`config.mk`:
```
export PLATFORM = sky130hd
export DESIGN_NAME = n64rgb_ypbpr_conv
export DESIGN_NICKNAME = d
export VERILOG_FILES = /design/src/rtl/n64rgb_ypbpr_conv.sv
export SDC_FILE = /design/constraint.sdc
export NUM_CORES = 1
export LEC_CHECK = 0
export CAP_MARGIN = 15
export CORE_ASPECT_RATIO = 0.75
export CORE_MARGIN = 2
export CORE_UTILIZATION = 40
export CTS_CLUSTER_SIZE = 12
export DETAILED_ROUTE_END_ITERATION = 8
export PLACE_DENSITY = 0.62
export RECOVER_POWER = 100
export SLEW_MARGIN = 20
export SYNTH_ARGS = -nofsm -noshare
export SYNTH_HDL_FRONTEND = slang
export SYNTH_SLANG_ARGS = --single-unit
```
`constraint.sdc`:
```
create_clock -name VCLK_i -period 4.4 [get_ports VCLK_i]
set_input_delay 1.1 -clock VCLK_i [delete_from_list [all_inputs] [get_ports VCLK_i]]
set_output_delay 1.1 -clock VCLK_i [all_outputs]
set_load 0.05 [all_outputs]
```
`src/rtl/n64rgb_ypbpr_conv.sv`:
```
// Three-stage, strobe-qualified converter from N64 7-bit RGB to Rec.601 YPbPr.
// Bypass mode carries RGB through the same stages so video and sync stay aligned.
module n64rgb_ypbpr_conv #(
    parameter int PIPE_STAGES   = 3,
    parameter int CHROMA_OFFSET = 64
) (
    input  logic       VCLK_i,
    input  logic       nRST_i,
    input  logic       nDSYNC_i,
    input  logic [6:0] R_i,
    input  logic [6:0] G_i,
    input  logic [6:0] B_i,
    input  logic       nCSYNC_i,
    input  logic       nYPbPr_i,
    output logic [6:0] V1_o,
    output logic [6:0] V2_o,
    output logic [6:0] V3_o,
    output logic       nCSYNC_o
);

    if (PIPE_STAGES != 3) begin : g_lat_check
        $error("n64rgb_ypbpr_conv latency is fixed at 3 strobes");
    end

    localparam logic signed [10:0] K_YR  = 11'sd306;
    localparam logic signed [10:0] K_YG  = 11'sd601;
    localparam logic signed [10:0] K_YB  = 11'sd117;
    localparam logic signed [10:0] K_PBR = -11'sd173;
    localparam logic signed [10:0] K_PBG = -11'sd339;
    localparam logic signed [10:0] K_PBB = 11'sd512;
    localparam logic signed [10:0] K_PRR = 11'sd512;
    localparam logic signed [10:0] K_PRG = -11'sd429;
    localparam logic signed [10:0] K_PRB = -11'sd83;

    localparam logic signed [18:0] ROUND = 19'sd512;
    localparam logic signed [18:0] C_OFF = 19'(CHROMA_OFFSET);

    function automatic logic signed [18:0] mul(
        input logic signed [10:0] coef,
        input logic        [6:0]  val
    );
        logic signed [18:0] ce;
        logic signed [18:0] ve;
        ce = 19'(coef);
        ve = $signed({12'd0, val});
        return ce * ve;
    endfunction

    function automatic logic [6:0] sat7(input logic signed [18:0] x);
        logic [6:0] res;
        if (x < 19'sd0)
            res = 7'd0;
        else if (x > 19'sd127)
            res = 7'd127;
        else
            res = x[6:0];
        return res;
    endfunction

    function automatic logic signed [18:0] dot(
        input logic signed [18:0] a,
        input logic signed [18:0] b,
        input logic signed [18:0] c
    );
        logic signed [18:0] s;
        s = a + b + c + ROUND;
        return s >>> 10;
    endfunction

    logic strobe;
    assign strobe = ~nDSYNC_i;

    // stage 1: raw sample
    logic [6:0] s1_r;
    logic [6:0] s1_g;
    logic [6:0] s1_b;
    logic       s1_sync;
    logic       s1_bypass;
    logic       s1_blank;

    always_ff @(posedge VCLK_i or negedge nRST_i) begin
        if (!nRST_i) begin
            s1_r      <= '0;
            s1_g      <= '0;
            s1_b      <= '0;
            s1_sync   <= 1'b1;
            s1_bypass <= 1'b1;
            s1_blank  <= 1'b0;
        end else if (strobe) begin
            s1_r      <= R_i;
            s1_g      <= G_i;
            s1_b      <= B_i;
            s1_sync   <= nCSYNC_i;
            s1_bypass <= nYPbPr_i;
            s1_blank  <= ~nCSYNC_i;
        end
    end

    // stage 2: products, with pixel attributes carried alongside
    logic signed [18:0] s2_yr, s2_yg, s2_yb;
    logic signed [18:0] s2_br, s2_bg, s2_bb;
    logic signed [18:0] s2_rr, s2_rg, s2_rb;
    logic [6:0]         s2_r;
    logic [6:0]         s2_g;
    logic [6:0]         s2_b;
    logic               s2_sync;
    logic               s2_bypass;
    logic               s2_blank;

    always_ff @(posedge VCLK_i or negedge nRST_i) begin
        if (!nRST_i) begin
            s2_yr     <= '0;
            s2_yg     <= '0;
            s2_yb     <= '0;
            s2_br     <= '0;
            s2_bg     <= '0;
            s2_bb     <= '0;
            s2_rr     <= '0;
            s2_rg     <= '0;
            s2_rb     <= '0;
            s2_r      <= '0;
            s2_g      <= '0;
            s2_b      <= '0;
            s2_sync   <= 1'b1;
            s2_bypass <= 1'b1;
            s2_blank  <= 1'b0;
        end else if (strobe) begin
            s2_yr     <= mul(K_YR, s1_r);
            s2_yg     <= mul(K_YG, s1_g);
            s2_yb     <= mul(K_YB, s1_b);
            s2_br     <= mul(K_PBR, s1_r);
            s2_bg     <= mul(K_PBG, s1_g);
            s2_bb     <= mul(K_PBB, s1_b);
            s2_rr     <= mul(K_PRR, s1_r);
            s2_rg     <= mul(K_PRG, s1_g);
            s2_rb     <= mul(K_PRB, s1_b);
            s2_r      <= s1_r;
            s2_g      <= s1_g;
            s2_b      <= s1_b;
            s2_sync   <= s1_sync;
            s2_bypass <= s1_bypass;
            s2_blank  <= s1_blank;
        end
    end

    // stage 3: sum, round, scale, clamp and select
    logic signed [18:0] y_sh;
    logic signed [18:0] pb_sh;
    logic signed [18:0] pr_sh;
    logic [6:0]         nxt_v1;
    logic [6:0]         nxt_v2;
    logic [6:0]         nxt_v3;

    always_comb begin
        y_sh   = dot(s2_yr, s2_yg, s2_yb);
        pb_sh  = dot(s2_br, s2_bg, s2_bb);
        pr_sh  = dot(s2_rr, s2_rg, s2_rb);
        nxt_v1 = '0;
        nxt_v2 = '0;
        nxt_v3 = '0;
        unique case (1'b1)
            (s2_blank && s2_bypass): begin
                nxt_v1 = '0;
                nxt_v2 = '0;
                nxt_v3 = '0;
            end
            (s2_blank && !s2_bypass): begin
                nxt_v1 = '0;
                nxt_v2 = sat7(C_OFF);
                nxt_v3 = sat7(C_OFF);
            end
            (!s2_blank && s2_bypass): begin
                nxt_v1 = s2_r;
                nxt_v2 = s2_g;
                nxt_v3 = s2_b;
            end
            default: begin
                nxt_v1 = sat7(y_sh);
                nxt_v2 = sat7(pb_sh + C_OFF);
                nxt_v3 = sat7(pr_sh + C_OFF);
            end
        endcase
    end

    always_ff @(posedge VCLK_i or negedge nRST_i) begin
        if (!nRST_i) begin
            V1_o     <= '0;
            V2_o     <= '0;
            V3_o     <= '0;
            nCSYNC_o <= 1'b1;
        end else if (strobe) begin
            V1_o     <= nxt_v1;
            V2_o     <= nxt_v2;
            V3_o     <= nxt_v3;
            nCSYNC_o <= s2_sync;
        end
    end

endmodule

```
Word-level counts from Yosys, hierarchy flattened
Cells that the tools add are included.
{"block": "op_classes", "add_sub_neg": 11, "n_mul": 7, "magnitude_cmp": 6, "muxes": 9, "bitwise": 1, "n_reduce_logical": 6}
{"operator": "19-bit adder", "count": 4}
{"operator": "19-bit by 11-bit adder with 19-bit output (second input constant)", "count": 3}
{"operator": "7-bit 2-to-1 mux", "count": 6}
{"operator": "7-bit one-hot mux with 3 select lines", "count": 2}
{"operator": "10-bit by 8-bit multiplier with 18-bit output (first input constant)", "count": 2}
{"operator": "9-bit by 8-bit adder with 10-bit output (second input constant)", "count": 2}
{"operator": "10-bit by 8-bit greater-than comparator with 1-bit output (second input constant)", "count": 2}
{"operator": "10-bit by 1-bit less-than comparator with 1-bit output (second input constant)", "count": 2}
{"operator": "17-bit by 19-bit adder with 19-bit output", "count": 1}
{"operator": "19-bit by 17-bit adder with 19-bit output", "count": 1}
{"operator": "10-bit by 7-bit multiplier with 17-bit output (first input constant)", "count": 1}
{"operator": "9-bit by 8-bit multiplier with 17-bit output (first input constant)", "count": 1}
{"operator": "8-bit by 8-bit multiplier with 16-bit output (first input constant)", "count": 1}
{"operator": "8-bit by 7-bit multiplier with 15-bit output (first input constant)", "count": 1}
{"operator": "7-bit by 7-bit multiplier with 14-bit output (first input constant)", "count": 1}
{"operator": "7-bit one-hot mux with 2 select lines", "count": 1}
{"operator": "9-bit by 8-bit greater-than comparator with 1-bit output (second input constant)", "count": 1}
{"operator": "9-bit by 1-bit less-than comparator with 1-bit output (second input constant)", "count": 1}
{"operator": "1-bit logical AND", "count": 3}
{"operator": "1-bit logical NOT", "count": 2}
{"operator": "2-bit OR reduction", "count": 1}
{"operator": "1-bit NOT", "count": 1}
{"block": "word_totals", "register_bits": 202, "input_bits": 26, "output_inout_bits": 22, "wordCells": 63}

Logic depth before layout (Yosys ltp)
Gate-level depths: netlist of run 1.
{"block": "logic_depth", "word_depth": 8, "ltp_mapped": 17, "ltp_nobuf": 17}

Worst setup path after synthesis of run 1
OpenSTA, ideal clock, no wires.
{"block": "synth_path", "kind": "register to register", "startpoint": "register s1_g[5]", "endpoint": "register s2_rg[17]", "setup_ns": 0.136, "arrival_ns": 4.172, "t_required_ns": 4.264, "path_slack_ns": 0.092, "stages_incl_launch_ff": 18, "path_buffers": 0, "period_less_slack_ns": 4.308, "path_cell_list": "dfrtp_1 -> inv_1 -> ha_1 -> ha_1 -> inv_1 -> fa_1 -> fa_1 -> inv_1 -> ha_1 -> and3b_1 -> o21a_1 -> o21a_1 -> o31ai_4 -> a21oi_2 -> a211o_1 -> a21oi_1 -> xnor2_1 -> mux2i_1"}
{"block": "synth_via", "elab_chain_len": 1}
{"item": "from (decl)", "line": "75", "source": "logic [6:0] s1_g;"}
{"item": "from (signal assigned)", "line": "91", "source": "s1_g <= G_i;"}
{"item": "10-bit by 8-bit multiplier with 18-bit output", "line": "46", "source": "return ce * ve;"}
{"item": "to (signal assigned)", "line": "135", "source": "s2_rg <= mul(K_PRG, s1_g);"}
{"item": "to (decl)", "line": "102", "source": "logic signed [18:0] s2_rr, s2_rg, s2_rb;"}
No other way between the ends.
A chain may end at the register's enable or synchronous reset.

Worst setup path in the final report of run 1
Same ends and word-level chain as after synthesis.

==> out/qor.yml, run 1 <==
timing:
  clock.fmax_ghz: 0.238
  period_needed_ps: 4200
  tightest_slew_ps: 1470
  maxSlewHeadroom_pct: 2.13
  finalMaxSlewViolations: 0
  finalSetupViolations: 0
  hold_viol_final: 0
  setup_slack_ps: 195
  skew_ps: 10.2
  finalCritPeriodShare_pct: 95.6
  whs_ps: 479
cts:
  root_buffer: "clkbuf_16"
  cts.sinks: 170
  numCtsBuffers: 17
  clk_pin_slew_ps: 70
  cts_tree: "yes"
  clockBufferDepth: 2
  cts_hold_buf: 0
  htree_levels: 4
  clkLatencyLatePin_ps: 460
placement:
  placed_cells: 2452
  place_ws_ps: 73.1
  place.detailed.hpwl_um: 34000
  port_buffers: 47
  gp_congestion: 0.910
synth:
  synth_ff_type: "dfrtp_1"
  synth_top_cell_by_area: "ha_1"
  ys_warn_count: 0
  synth_area_leaders: "ha_1 24%, dfrtp_1 23%, fa_1 16%"
  syn_avg_cell_area_um2: 9.81
  yosysMostFrequentCell: "inv_1"
  synth_edf_count: 0
  synth_cells: 1821
  ys_types: 72
  seq_area_frac_synth_pct: 23.8
  synth_seq_cells: 170
  async_flop_share_pct: 100
  netlist.area_leader.share_pct: 24.4
  synth_nets: 2338
  synth_area_um2: 17900
  synth_commonest_cells: "383 x inv_1, 349 x ha_1, 165 x dfrtp_1, 142 x fa_1, 112 x nand2_1"
min_path:
  hold_path.class: "reg -> reg"
  hold_depth: 2
  min-delay-start: "s2_rb[10]$_DFFE_PN0N_"
  hold_path_end: "s2_rb[10]$_DFFE_PN0N_"
outcome:
  status: "complete, no violations"
floorplanning:
  io_pins: 48
  dieWidth_um: 248
  initial_utilization_pct: 40.3
  die_area_um2: 46400
  fp.dieH_um: 187
  std_cell_rows: 67
  core_area_um2: 44300
routing:
  routedWlPerCell_um: 16.7
  drt-initial-drc-count: 622
  totalWireLength_um: 41500
  viasPerCell: 4.99
  drcViolationCount: 0
  postRouteAntennaNets: 0
  first_pass_iters: 5
  vias: 12386
setup_path:
  crit_type: "reg -> reg"
  r2r-start: "s1_g[5]$_DFFE_PN0N_"
  endpoint_kind: "register"
  required_ps: 4740
  worstRegToRegCells: 17
  reg2reg_slack_ps: 200
  worstSetupStartpoint: "s1_g[5]$_DFFE_PN0N_"
  arrival_ps: 4550
  path_max_fanout: 4
  cp-start-kind: "register"
  timing.rr.end: "s2_rg[17]$_DFFE_PN0N_"
final_layout:
  syn_to_final_growth_pct: 10.9
  final_cells: 2484
  diodes: 0
  drive_gt1_share_pct: 8.80
  fin_nets: 2402
  fin_util_pct: 44.7
global_route:
  grt_max_degree: 152
  grt_pass1_vias: 12709
  antenna_found_initial: 0
  grt.total_usage_pct: 19.0
  grt_pass1_wl_um: 68300
  gr-total-overflow: 0
job:
  cap_viol_max_count: 0
metrics by stage:
| step | TNS (ps) | cell area, µm² |
|---|---|---|
| final | 0 | 19800 |
| after global routing | -7.24 | 19800 |
| after CTS | 0 | 19800 |
| after detailed placement | 0 | 19200 |
| after global placement | 0 | 19200 |
| after floorplan | 0 | 17900 |
cell type report:
type                       instances  area (µm²)
tap                              586         733
clock inverter                    12         118
inverter                         383        1440
fill                            4194       24500
clock buffer                      20         457
timing repair buffer              78         723
sequential                       170        4260
multi-input combinational       1235       12100
per-layer routing:
metal	up-vias	track usage (%)	share of wire, %
met1	6041	29.0	52
met4	0	3.45	1.0
met2	160	28.3	43
met3	26	3.17	3.5
li1	6159	-	-
met5	-	0	0
flip-flops by register name (all words and copies together), names as in the netlist, 11 cells and up:
signal and cells:
s2_bg 18, s2_br 17, s2_yg 14, s2_yb 11, s2_yr 12, s2_rb 16
s2_rg 17
cell families after synthesis:
kind of cell	synth area share (%)
AOI/OAI and AO/OA	12.3
xor gates and xnor gates	4.31
adders and majority gates	40.4
buffers and inverters	8.74
DFF	23.8
muxes	3.69
and+or+nand+nor	6.79
worst max path at each step:
stage	end	slack (ps)	cells after the start
floorplan	s2_rg[17]$_DFFE_PN0N_	90	17
global placement	s2_br[15]$_DFFE_PN0N_	150	17
detailed placement	s2_br[15]$_DFFE_PN0N_	70	17
CTS	s2_br[15]$_DFFE_PN0N_	60	17
global route	s2_rg[17]$_DFFE_PN0N_	-4	17
finish	s2_rg[17]$_DFFE_PN0N_	200	17
worst max-delay path, stage by stage, from the launching register on:
cell and delay [ps]:
dfrtp_1 350, inv_1 70, ha_1 310, ha_1 280, inv_1 50, fa_1 480
fa_1 550, inv_1 40, ha_1 320, and3b_1 210, o21a_1 180, o21a_1 210
o31ai_4 230, a21oi_2 120, a211o_1 270, a21oi_1 180, xnor2_1 140, mux2i_1 90
repair_timing:
action | in CTS | in global routing
resized for setup | 0 | 14
buffers inserted | 0 | 0
setup endpoints to repair | 0 | 8
placed cells by master, fill, tap and decap left out, types with 4 or more instances in the layout:
cell type,instances
or2_2,11
a21boi_1,5
nor3_1,23
or3_1,9
dfrtp_1,163
xor2_1,36
a21oi_1,68
a31oi_1,9
o21bai_1,6
inv_1,382
mux2_2,55
a31o_2,4
xnor2_1,52
a21o_1,17
nand3_1,13
dfstp_2,5
dlygate4sd3_1,22
o21ai_1,28
clkdlybuf4s50_1,23
nor2b_1,10
o21ai_0,100
nand2b_1,15
ha_1,346
a22oi_1,19
nand2_1,112
mux2i_1,4
nor2_1,42
a211oi_1,7
and3_1,8
o21a_1,15
clkbuf_16,17
o31ai_1,16
fa_1,141
buf_4,28
a2bb2oi_1,4
Power of run 1 is not shown: default switching activity piles up to over one toggle a cycle in this logic, so the estimate is an artifact.
==> run 2: changes to the inputs <==
- CELL_PAD_IN_SITES_DETAIL_PLACEMENT: unset -> 1
- CELL_PAD_IN_SITES_GLOBAL_PLACEMENT: unset -> 2
- CORE_UTILIZATION: 40 -> 38
- PLACE_DENSITY: 0.62 -> 0.82
==> run 2 against run 1 <==
  * The run now ends with max-capacitance violations, max-slew violations left
  * Clock skew up 7.3 ps
  * Flip-flop and latch count is the same
  * Wire length is 13% higher
  * Register-to-register slack is essentially flat
  * Core utilization is 1.6 points lower
  * Global-route usage rose by 1.7 points
  * Via count up 2.7%
  * Non-clock buffer count rose by 4
  * Worst hold slack gained 7.0 ps
  * Worst setup slack improved by 12 ps
  * Die area up 5.2%
  * Maximum frequency up 0.28%
  * Largest cell class unchanged
  * Highest routed layer unchanged
==> out/qor.yml, run 2 (synthesis results as in run 1) <==
outcome:
  status: "finished with violations"
  violations: "max-capacitance violations, max-slew violations"
timing:
  finalSetupViolations: 0
  tightest_slew_ps: 2120
  skew_ps: 17.4
  maxSlewHeadroom_pct: -41.1
  clock.fmax_ghz: 0.238
  rsz0062_at_grt: "true"
  period_needed_ps: 4190
  whs_ps: 486
  hold_viol_final: 0
  fin_tns_setup_ps: 0
  finalMaxSlewViolations: 74
  finalCritPeriodShare_pct: 95.3
final_layout:
  diodes: 0
  largest_reg_flops: 18
  syn_to_final_growth_pct: 11.5
  final_cell_mix: "380 x inv_1, 345 x ha_1, 158 x dfrtp_1, 142 x fa_1, 112 x nand2_1"
  ff_latch_area_um2: 4270
  multiInputGateArea_um2: 12100
  nFillCells: 5168
  drive_gt1_share_pct: 9.79
  final_common_cell: "inv_1"
  final_cells: 2530
  top_register: "s2_bg"
  reg_top3: "s2_bg x18, s2_br x17, s2_rg x17"
  fin_nets: 2406
floorplanning:
  initial_utilization_pct: 38.7
  die_area_um2: 48800
  fp.dieH_um: 192
  core_area_um2: 46200
  dieWidth_um: 254
  io_pins: 48
  std_cell_rows: 68
setup_path:
  cp-start-kind: "register"
  path_max_fanout: 3
  endpoint_kind: "register"
  arrival_ps: 4560
  reg2reg_slack_ps: 210
  r2r-start: "s1_r[6]$_DFFE_PN0N_"
  required_ps: 4760
  crit_type: "reg -> reg"
  timing.rr.end: "s2_br[15]$_DFFE_PN0N_"
  worstRegToRegCells: 17
cts:
  root_buffer: "clkbuf_16"
  htree_levels: 4
  cts_tree: "yes"
  clk_pin_slew_ps: 80
  numCtsBuffers: 17
  clockBufferDepth: 2
  clkLatencyLatePin_ps: 470
  cts.sinks: 170
min_path:
  hold_depth: 2
  hold_path.class: "reg -> reg"
  hold_path_end: "s2_rb[11]$_DFFE_PN0N_"
  min-delay-start: "s2_rb[11]$_DFFE_PN0N_"
global_route:
  grt_max_degree: 95
  antenna_found_initial: 0
  grt_pass1_wl_um: 77300
  gr-total-overflow: 0
  grt_pass1_vias: 14074
  grt.total_usage_pct: 20.7
placement:
  place.detailed.hpwl_um: 38900
  port_buffers: 47
  placed_cells: 2497
  gp_congestion: 0.873
routing:
  first_pass_iters: 5
  viasPerCell: 5.03
  vias: 12715
  routedWlPerCell_um: 18.6
  postRouteAntennaNets: 0
  totalWireLength_um: 47100
  drcViolationCount: 0
  drt-initial-drc-count: 520
job:
  cap_viol_max_count: 1
[run 2: changes by cell type in the layout (fill, tap and decap cells not counted), moves of 3 or more]
cell             delta
o21ai_0            -15
a21oi_2             +3
buf_4               +5
clkdlybuf4s50_1    +22
dlygate4sd3_1      -22
dfrtp_1             -5
o21ai_1            +15
dfrtp_2             +5
a21oi_1             -3
[run 2: metal layers]
| layer | vias up | part of all wire (%) | GRT usage, % |
|---|---|---|---|
| li1 | 6155 | - | - |
| met4 | 0 | 1.2 | 4.14 |
| met2 | 107 | 45 | 33.5 |
| met1 | 6423 | 51 | 29.4 |
| met5 | - | 0 | 0 |
| met3 | 30 | 2.3 | 3.25 |
[run 2: how the worst max path moves through the flow]
stage	cells past startpoint	endpoint	start
after CTS	17	s2_br[15]$_DFFE_PN0N_	s1_r[5]$_DFFE_PN0N_
after global routing	15	s2_bg[17]$_DFFE_PN0N_	s1_g[3]$_DFFE_PN0N_
final	17	s2_br[15]$_DFFE_PN0N_	s1_r[6]$_DFFE_PN0N_
after floorplan	17	s2_rg[17]$_DFFE_PN0N_	s1_g[5]$_DFFE_PN0N_
after detailed placement	17	s2_br[15]$_DFFE_PN0N_	s1_r[5]$_DFFE_PN0N_
after global placement	17	s2_br[15]$_DFFE_PN0N_	s1_r[5]$_DFFE_PN0N_
[run 2: what timing repair did]
action,CTS,global route
hold buffers,0,0
endpoints found under the setup margin,0,16
resized for setup,0,26
setup buffers,0,3
[run 2: worst max-delay path: stages, from the launching register on]
cell and delay, ps:
dfrtp_1 380, inv_1 110, ha_4 220, ha_1 280
inv_1 50, fa_1 500, fa_1 550, inv_1 70
ha_4 250, and3b_1 190, o21a_2 220, o21ai_4 130
a21boi_2 90, o311a_4 320, o211ai_2 130, a21boi_1 80
or3_1 300, a31o_1 220
[run 2: layout make-up]
type,instances,area share [%]
multi-input cells,1235,60.9
flip-flops and latches,170,21.4
inverters,383,7.22
well taps,630,3.96
repair buffers,82,3.66
clock buffers,18,2.21
clock inverters,12,0.584
[run 2: per-stage QoR]
step	setup slack [ps]	utilization [%]	instance area [µm²]
6_report	207	43.1	19900
5_1_grt	-39.7	43.1	19900
4_1_cts	52.9	42.9	19800
3_5_place_dp	60.9	41.7	19300
3_3_place_gp	135	41.7	19300
2_1_floorplan	92.0	-	17900
Power of run 2 is left out for the same reason.
==> run 3: changes to the inputs <==
- GPL_ROUTABILITY_DRIVEN: unset -> 1
==> results of run 3 <==
Final layout, timing and power as in run 2 (identical DEF).
Power of run 3 is left out for the same reason.
